--- src/rtl/pipe_pkg.sv ---
// rtl/pipe_pkg.sv - shared pipeline types: forward selects, hazard FSM states, tracker slot
package pipe_pkg;

    localparam int PIPE_REG_W = 5;

    typedef logic [PIPE_REG_W-1:0] rw_t;

    typedef enum logic [1:0] {
        FWD_RF  = 2'b00,
        FWD_MEM = 2'b01,
        FWD_WB  = 2'b10
    } fwd_sel_t;

    typedef enum logic [1:0] {
        ST_RUN        = 2'b00,
        ST_LOAD_STALL = 2'b01,
        ST_MEM_WAIT   = 2'b10
    } hz_state_t;

    typedef struct packed {
        logic v;
        rw_t  rw;
        logic wr;
        logic ld;
    } slot_t;

    // Register 0 is hardwired, so it can never be a hazard or forwarding source.
    function automatic logic slot_writes(slot_t s, rw_t r);
        return s.v && s.wr && (s.rw == r) && (r != '0);
    endfunction

    function automatic fwd_sel_t fwd_pick(slot_t mem_s, slot_t wb_s, rw_t r);
        if (slot_writes(mem_s, r) && !mem_s.ld)
            return FWD_MEM;
        else if (slot_writes(wb_s, r))
            return FWD_WB;
        return FWD_RF;
    endfunction

endpackage

--- src/rtl/hazard_scoreboard.sv ---
// rtl/hazard_scoreboard.sv - EX/MEM/WB destination tracker with hazard and forwarding compares
module hazard_scoreboard
    import pipe_pkg::*;
#(
    parameter int REG_W = 5
) (
    input  logic             clk,
    input  logic             rst_n,
    input  logic             hold,
    input  logic             ex_kill,
    input  logic             id_valid,
    input  logic [REG_W-1:0] id_ra,
    input  logic [REG_W-1:0] id_rb,
    input  logic             id_uses_rb,
    input  logic [REG_W-1:0] id_rw,
    input  logic             id_reg_write,
    input  logic             id_is_load,
    output logic             ex_load_hit,
    output fwd_sel_t         fwd_a,
    output fwd_sel_t         fwd_b
);

    slot_t ex_slot, mem_slot, wb_slot;
    rw_t   ex_ra, ex_rb;

    always_ff @(posedge clk or negedge rst_n) begin
        if (!rst_n) begin
            ex_slot  <= '0;
            mem_slot <= '0;
            wb_slot  <= '0;
            ex_ra    <= '0;
            ex_rb    <= '0;
        end else if (!hold) begin
            wb_slot  <= mem_slot;
            mem_slot <= ex_slot;
            if (ex_kill) begin
                ex_slot <= '0;
                ex_ra   <= '0;
                ex_rb   <= '0;
            end else begin
                ex_slot <= '{v: id_valid, rw: rw_t'(id_rw), wr: id_reg_write, ld: id_is_load};
                ex_ra   <= rw_t'(id_ra);
                ex_rb   <= id_uses_rb ? rw_t'(id_rb) : '0;
            end
        end
    end

    assign ex_load_hit = id_valid && ex_slot.ld &&
                         (slot_writes(ex_slot, rw_t'(id_ra)) ||
                          (id_uses_rb && slot_writes(ex_slot, rw_t'(id_rb))));

    assign fwd_a = fwd_pick(mem_slot, wb_slot, ex_ra);
    assign fwd_b = fwd_pick(mem_slot, wb_slot, ex_rb);

endmodule

--- src/rtl/hazard_ctrl.sv ---
// rtl/hazard_ctrl.sv - load-use stall, branch flush, memory hold and forwarding control
module hazard_ctrl
    import pipe_pkg::*;
#(
    parameter int REG_W = 5,
    parameter int CNT_W = 16
) (
    input  logic             clk,
    input  logic             rst_n,
    input  logic             id_valid,
    input  logic [REG_W-1:0] id_ra,
    input  logic [REG_W-1:0] id_rb,
    input  logic             id_uses_rb,
    input  logic [REG_W-1:0] id_rw,
    input  logic             id_reg_write,
    input  logic             id_is_load,
    input  logic             ex_branch_taken,
    input  logic             mem_busy,
    output logic             pc_write,
    output logic             ifid_write,
    output logic             ifid_flush,
    output logic             idex_bubble,
    output logic             pipe_hold,
    output logic [1:0]       fwd_a,
    output logic [1:0]       fwd_b,
    output logic [CNT_W-1:0] stall_count
);

    hz_state_t state, next_state;
    logic      ex_load_hit;
    logic      sb_hold;
    logic      ex_kill;
    fwd_sel_t  sel_a, sel_b;

    hazard_scoreboard #(.REG_W(REG_W)) u_sb (
        .clk          (clk),
        .rst_n        (rst_n),
        .hold         (sb_hold),
        .ex_kill      (ex_kill),
        .id_valid     (id_valid),
        .id_ra        (id_ra),
        .id_rb        (id_rb),
        .id_uses_rb   (id_uses_rb),
        .id_rw        (id_rw),
        .id_reg_write (id_reg_write),
        .id_is_load   (id_is_load),
        .ex_load_hit  (ex_load_hit),
        .fwd_a        (sel_a),
        .fwd_b        (sel_b)
    );

    assign fwd_a = sel_a;
    assign fwd_b = sel_b;

    // Priority: memory hold, then taken branch, then load-use. Reset forces the idle pattern.
    always_comb begin
        pc_write    = 1'b1;
        ifid_write  = 1'b1;
        ifid_flush  = 1'b0;
        idex_bubble = 1'b0;
        pipe_hold   = 1'b0;
        sb_hold     = 1'b0;
        ex_kill     = 1'b0;
        next_state  = ST_RUN;
        if (!rst_n) begin
            next_state = ST_RUN;
        end else if (mem_busy) begin
            pipe_hold  = 1'b1;
            pc_write   = 1'b0;
            ifid_write = 1'b0;
            sb_hold    = 1'b1;
            next_state = ST_MEM_WAIT;
        end else if (ex_branch_taken) begin
            ifid_flush  = 1'b1;
            idex_bubble = 1'b1;
            ex_kill     = 1'b1;
        end else if (ex_load_hit && state != ST_LOAD_STALL) begin
            pc_write    = 1'b0;
            ifid_write  = 1'b0;
            idex_bubble = 1'b1;
            ex_kill     = 1'b1;
            next_state  = ST_LOAD_STALL;
        end
    end

    always_ff @(posedge clk or negedge rst_n) begin
        if (!rst_n) begin
            state       <= ST_RUN;
            stall_count <= '0;
        end else begin
            state <= next_state;
            if (!pc_write && stall_count != '1)
                stall_count <= stall_count + 1'b1;
        end
    end

endmodule

--- config.mk ---
export PLATFORM = sky130hd
export DESIGN_NAME = hazard_ctrl
export DESIGN_NICKNAME = d
export VERILOG_FILES = /design/src/rtl/pipe_pkg.sv /design/src/rtl/hazard_scoreboard.sv /design/src/rtl/hazard_ctrl.sv
export SDC_FILE = /design/constraint.sdc
export NUM_CORES = 1
export LEC_CHECK = 0
export CORE_AREA = 10 10 85 87
export CTS_BUF_LIST = sky130_fd_sc_hd__clkbuf_8
export DETAILED_ROUTE_END_ITERATION = 16
export DIE_AREA = 0 0 95 97
export PLACE_DENSITY = 0.74
export SETUP_SLACK_MARGIN = 0.02
export SLEW_MARGIN = 20
export SYNTH_ARGS = -nofsm -noshare
export SYNTH_HDL_FRONTEND = slang
export SYNTH_SLANG_ARGS = --single-unit
export TNS_END_PERCENT = 50
--- constraint.sdc ---
create_clock -name clk -period 2.3 [get_ports clk]
set_clock_uncertainty 0.15 [all_clocks]
set_input_delay 0.23 -clock clk [delete_from_list [all_inputs] [get_ports clk]]
set_output_delay 0.23 -clock clk [all_outputs]
set_load 0.1 [all_outputs]
==> impl_metrics.yaml <==
logic_synthesis:
  synthCells: 246
  ys_seq_elements: 51
  syn_nets: 270
  synthArstFlopShare_pct: 100
  synth_top_area_share_pct: 48.2
  yosys_warnings: 0
  ys.flop_type: "dfrtp_1"
  synth_cell_types: 41
  synth_seq_area_share_pct: 48.2
  avgSynthCellArea_um2: 10.8
  synth.largest_area_cell: "dfrtp_1"
  synthTopCellsByArea: "dfrtp_1 48%, xnor2_1 8.3%, nand2_1 7.4%, a22o_1 5.9%, xor2_1 5.0%"
  synth_area_um2: 2650
  synth_edf_count: 0
clock_network:
  cts_tree: "yes"
  cts-buffers-inserted: 5
  cts-root-to-sink-buffers: 2
  clkLatencyLatePin_ps: 300
  clk_pin_slew_ps: 90
  cts_sinks: 51
  cts_root_buf: "clkbuf_8"
  htree_num_levels: 2
floorplan:
  rows: 27
  die_x_um: 95
  initial_utilization_pct: 48.4
  core_area_um2: 5470
  die_y_um: 97
  dieArea_um2: 9220
  io_pins: 48
setup_path:
  crit_slowest_cell: "dfrtp_2"
  cp_max_fo: 4
  critPathTopFamily: "simple AND/OR/NAND/NOR gates"
  cp.arrival_ps: 1980
  critPathLaunch: "u_sb.ex_slot[2]$_DFFE_PN0N_"
  crit_path_end_kind: "output pin"
  worstSetupPathType: "reg2out"
  path_buf_inv: 2
  critPathRequiredTime_ps: 1920
  start_kind: "flop"
  slowest_delay_ps: 470
  path_cells: "xnor2_2 -> nand3_2 -> buf_4 -> nor4_4 -> nor2_2 -> a21oi_4 -> buf_12"
  reg2reg_from: "u_sb.ex_slot[2]$_DFFE_PN0N_"
route:
  drt_wl_total_um: 7290
  antenna_left: 0
  first_iter_violations: 113
  drcViolationCount: 0
  firstDrtPassIters: 4
  via_per_inst: 5.45
  routedWlPerCell_um: 17.9
  routed-via-count: 2218
timing:
  holdWs_ps: 55.4
  slew_headroom_pct: 50.0
  finalWorstSetupSlack_ps: -55.4
  fmax_mhz: 425
  setup_tns_ps: -92.3
  maxSlewViolCount: 0
  min_period_over_period_pct: 102
  setup_viol: 2
  grt_setup_unrepaired: "yes"
  hold_violations: 0
  tightestPinTransition_ps: 748
  finalWorstPathRequiredPeriod_ps: 2360
global_route:
  grt_pass1_vias: 2232
  antenna_found_initial: 0
  grt_use_total_pct: 14.8
  grt-ovfl-total: 0
  grt_max_degree: 44
  grt_pass1_wl_um: 11100
placed_design:
  portBuffers: 47
  hpwlAfterDp_um: 4860
  gp_congestion: 0.848
  placedCellCount: 380
power_and_ir_drop:
  leakage_nw: 1.80
  power_density_nw_per_um2: 727
  peakVddDrop_v: 0.000575
finish:
  antenna_cells: 0
  final_common_cell: "nand2_1"
  layout-drive-gt1-share_pct: 45.7
  synthToLayoutAreaGrowth_pct: 51.9
  final_cells: 407
  final_cell_mix: "52 x nand2_1, 49 x buf_4, 30 x dfrtp_1, 18 x xnor2_1, 18 x a22o_1"
  nets: 358
job:
  drv_cap: 0
min_path:
  hp-class: "in2reg"
  hold_path_startpoint: "id_ra[2]"
run_status:
  violations: "negative setup slack"
  status: "finished, violations left"
## path summary, 6_finish.rpt
check	to	slack [ps]	cells past startpoint
setup / recovery	idex_bubble	-60	7
hold / removal	u_sb.ex_ra[2]$_DFFE_PN0N_	60	2
setup reg to reg	stall_count[14]$_DFFE_PN0P_	10	8
hold reg to reg	stall_count[15]$_DFFE_PN0P_	340	1
max in group asynchronous	stall_count[6]$_DFFE_PN0P_	1070	4
min in group asynchronous	stall_count[4]$_DFFE_PN0P_	250	4
## kinds of logic after synthesis
group,Yosys count,share of synthesized area (%)
and+or+nand+nor,113,24.8
DFF,51,48.2
xor gates and xnor gates,40,13.2
AOI/OAI and AO/OA,28,9.96
buffers and inverters,11,2.27
muxes,2,1.13
adders and majority gates,1,0.472
## synth_stat cells (all sizes together), types with 2 or more instances
| library cell | count |
|---|---|
| nand2 | 52 |
| dfrtp | 51 |
| xnor2 | 25 |
| a22o | 18 |
| xor2 | 15 |
| nor4 | 13 |
| nor2 | 9 |
| nand3 | 8 |
| nand4 | 8 |
| nor3 | 6 |
| buf | 5 |
| inv | 4 |
| nor4b | 4 |
| or4 | 4 |
| a21oi | 3 |
| and2 | 3 |
| and3 | 2 |
| clkbuf | 2 |
| mux2 | 2 |
| or2 | 2 |
## power breakdown
| part | switching (mW) | total, mW | leakage [nW] | internal [mW] |
|---|---|---|---|---|
| combinational | 0.814 | 1.22 | 1.13 | 0.406 |
| sequential | 0.158 | 1.20 | 0.617 | 1.04 |
| clock | 0.299 | 0.508 | 0.0477 | 0.209 |
## cell type report
cell class,instances,area (um2)
clock buffers,5,68.8
clock inverters,3,15.0
fillers,370,1450
inverters,4,15.0
multi-input cells,184,1670
flip-flops and latches,51,1320
well taps,72,90.1
repair buffers,88,852
## through the flow
| step | total power [mW] | area, um2 | setup slack, ps | utilization [%] |
|---|---|---|---|---|
| 3_3_place_gp | 2.29 | 3530 | -243 | 64.4 |
| 2_1_floorplan | 1.98 | 2790 | -446 | - |
| 3_5_place_dp | 2.31 | 3530 | -288 | 64.4 |
| 4_1_cts | 2.82 | 3710 | -88.4 | 67.8 |
| 6_report | 2.93 | 4030 | -55.4 | 73.6 |
| 5_1_grt | 3.05 | 4030 | -133 | 73.6 |
## worst reg2reg max path: cells and delay by family (launching register included)
| kind | cells | cell delay [ps] |
|---|---|---|
| XOR/XNOR | 2 | 390 |
| buffers and inverters | 2 | 290 |
| flip-flops | 1 | 470 |
| AND/OR/NAND/NOR | 4 | 900 |
## per-layer routing
metal	GRT usage (%)	part of all wire [%]	vias up
met5	0	0	-
li1	-	-	1047
met4	5.15	1.7	0
met3	3.08	4.4	10
met1	19.0	42	1103
met2	23.8	51	58
## sequential cells by signal, summed over array words and instances (netlist names)
signal,cells
state,2
stall_count,16
u_sb.ex_ra,5
u_sb.ex_slot,8
u_sb.ex_rb,5
u_sb.wb_slot,7
u_sb.mem_slot,8
## repair_timing
item                                   4_1_cts  5_1_grt
pin swaps                                   10       34
cloned                                       0        0
resized for setup                           18       47
buffers inserted                             6       12
setup endpoints to repair                    6       37
hold buffers                                 1        1
endpoints found under the hold margin        8        8
No activity file was read; power rests on OpenSTA's default activity.
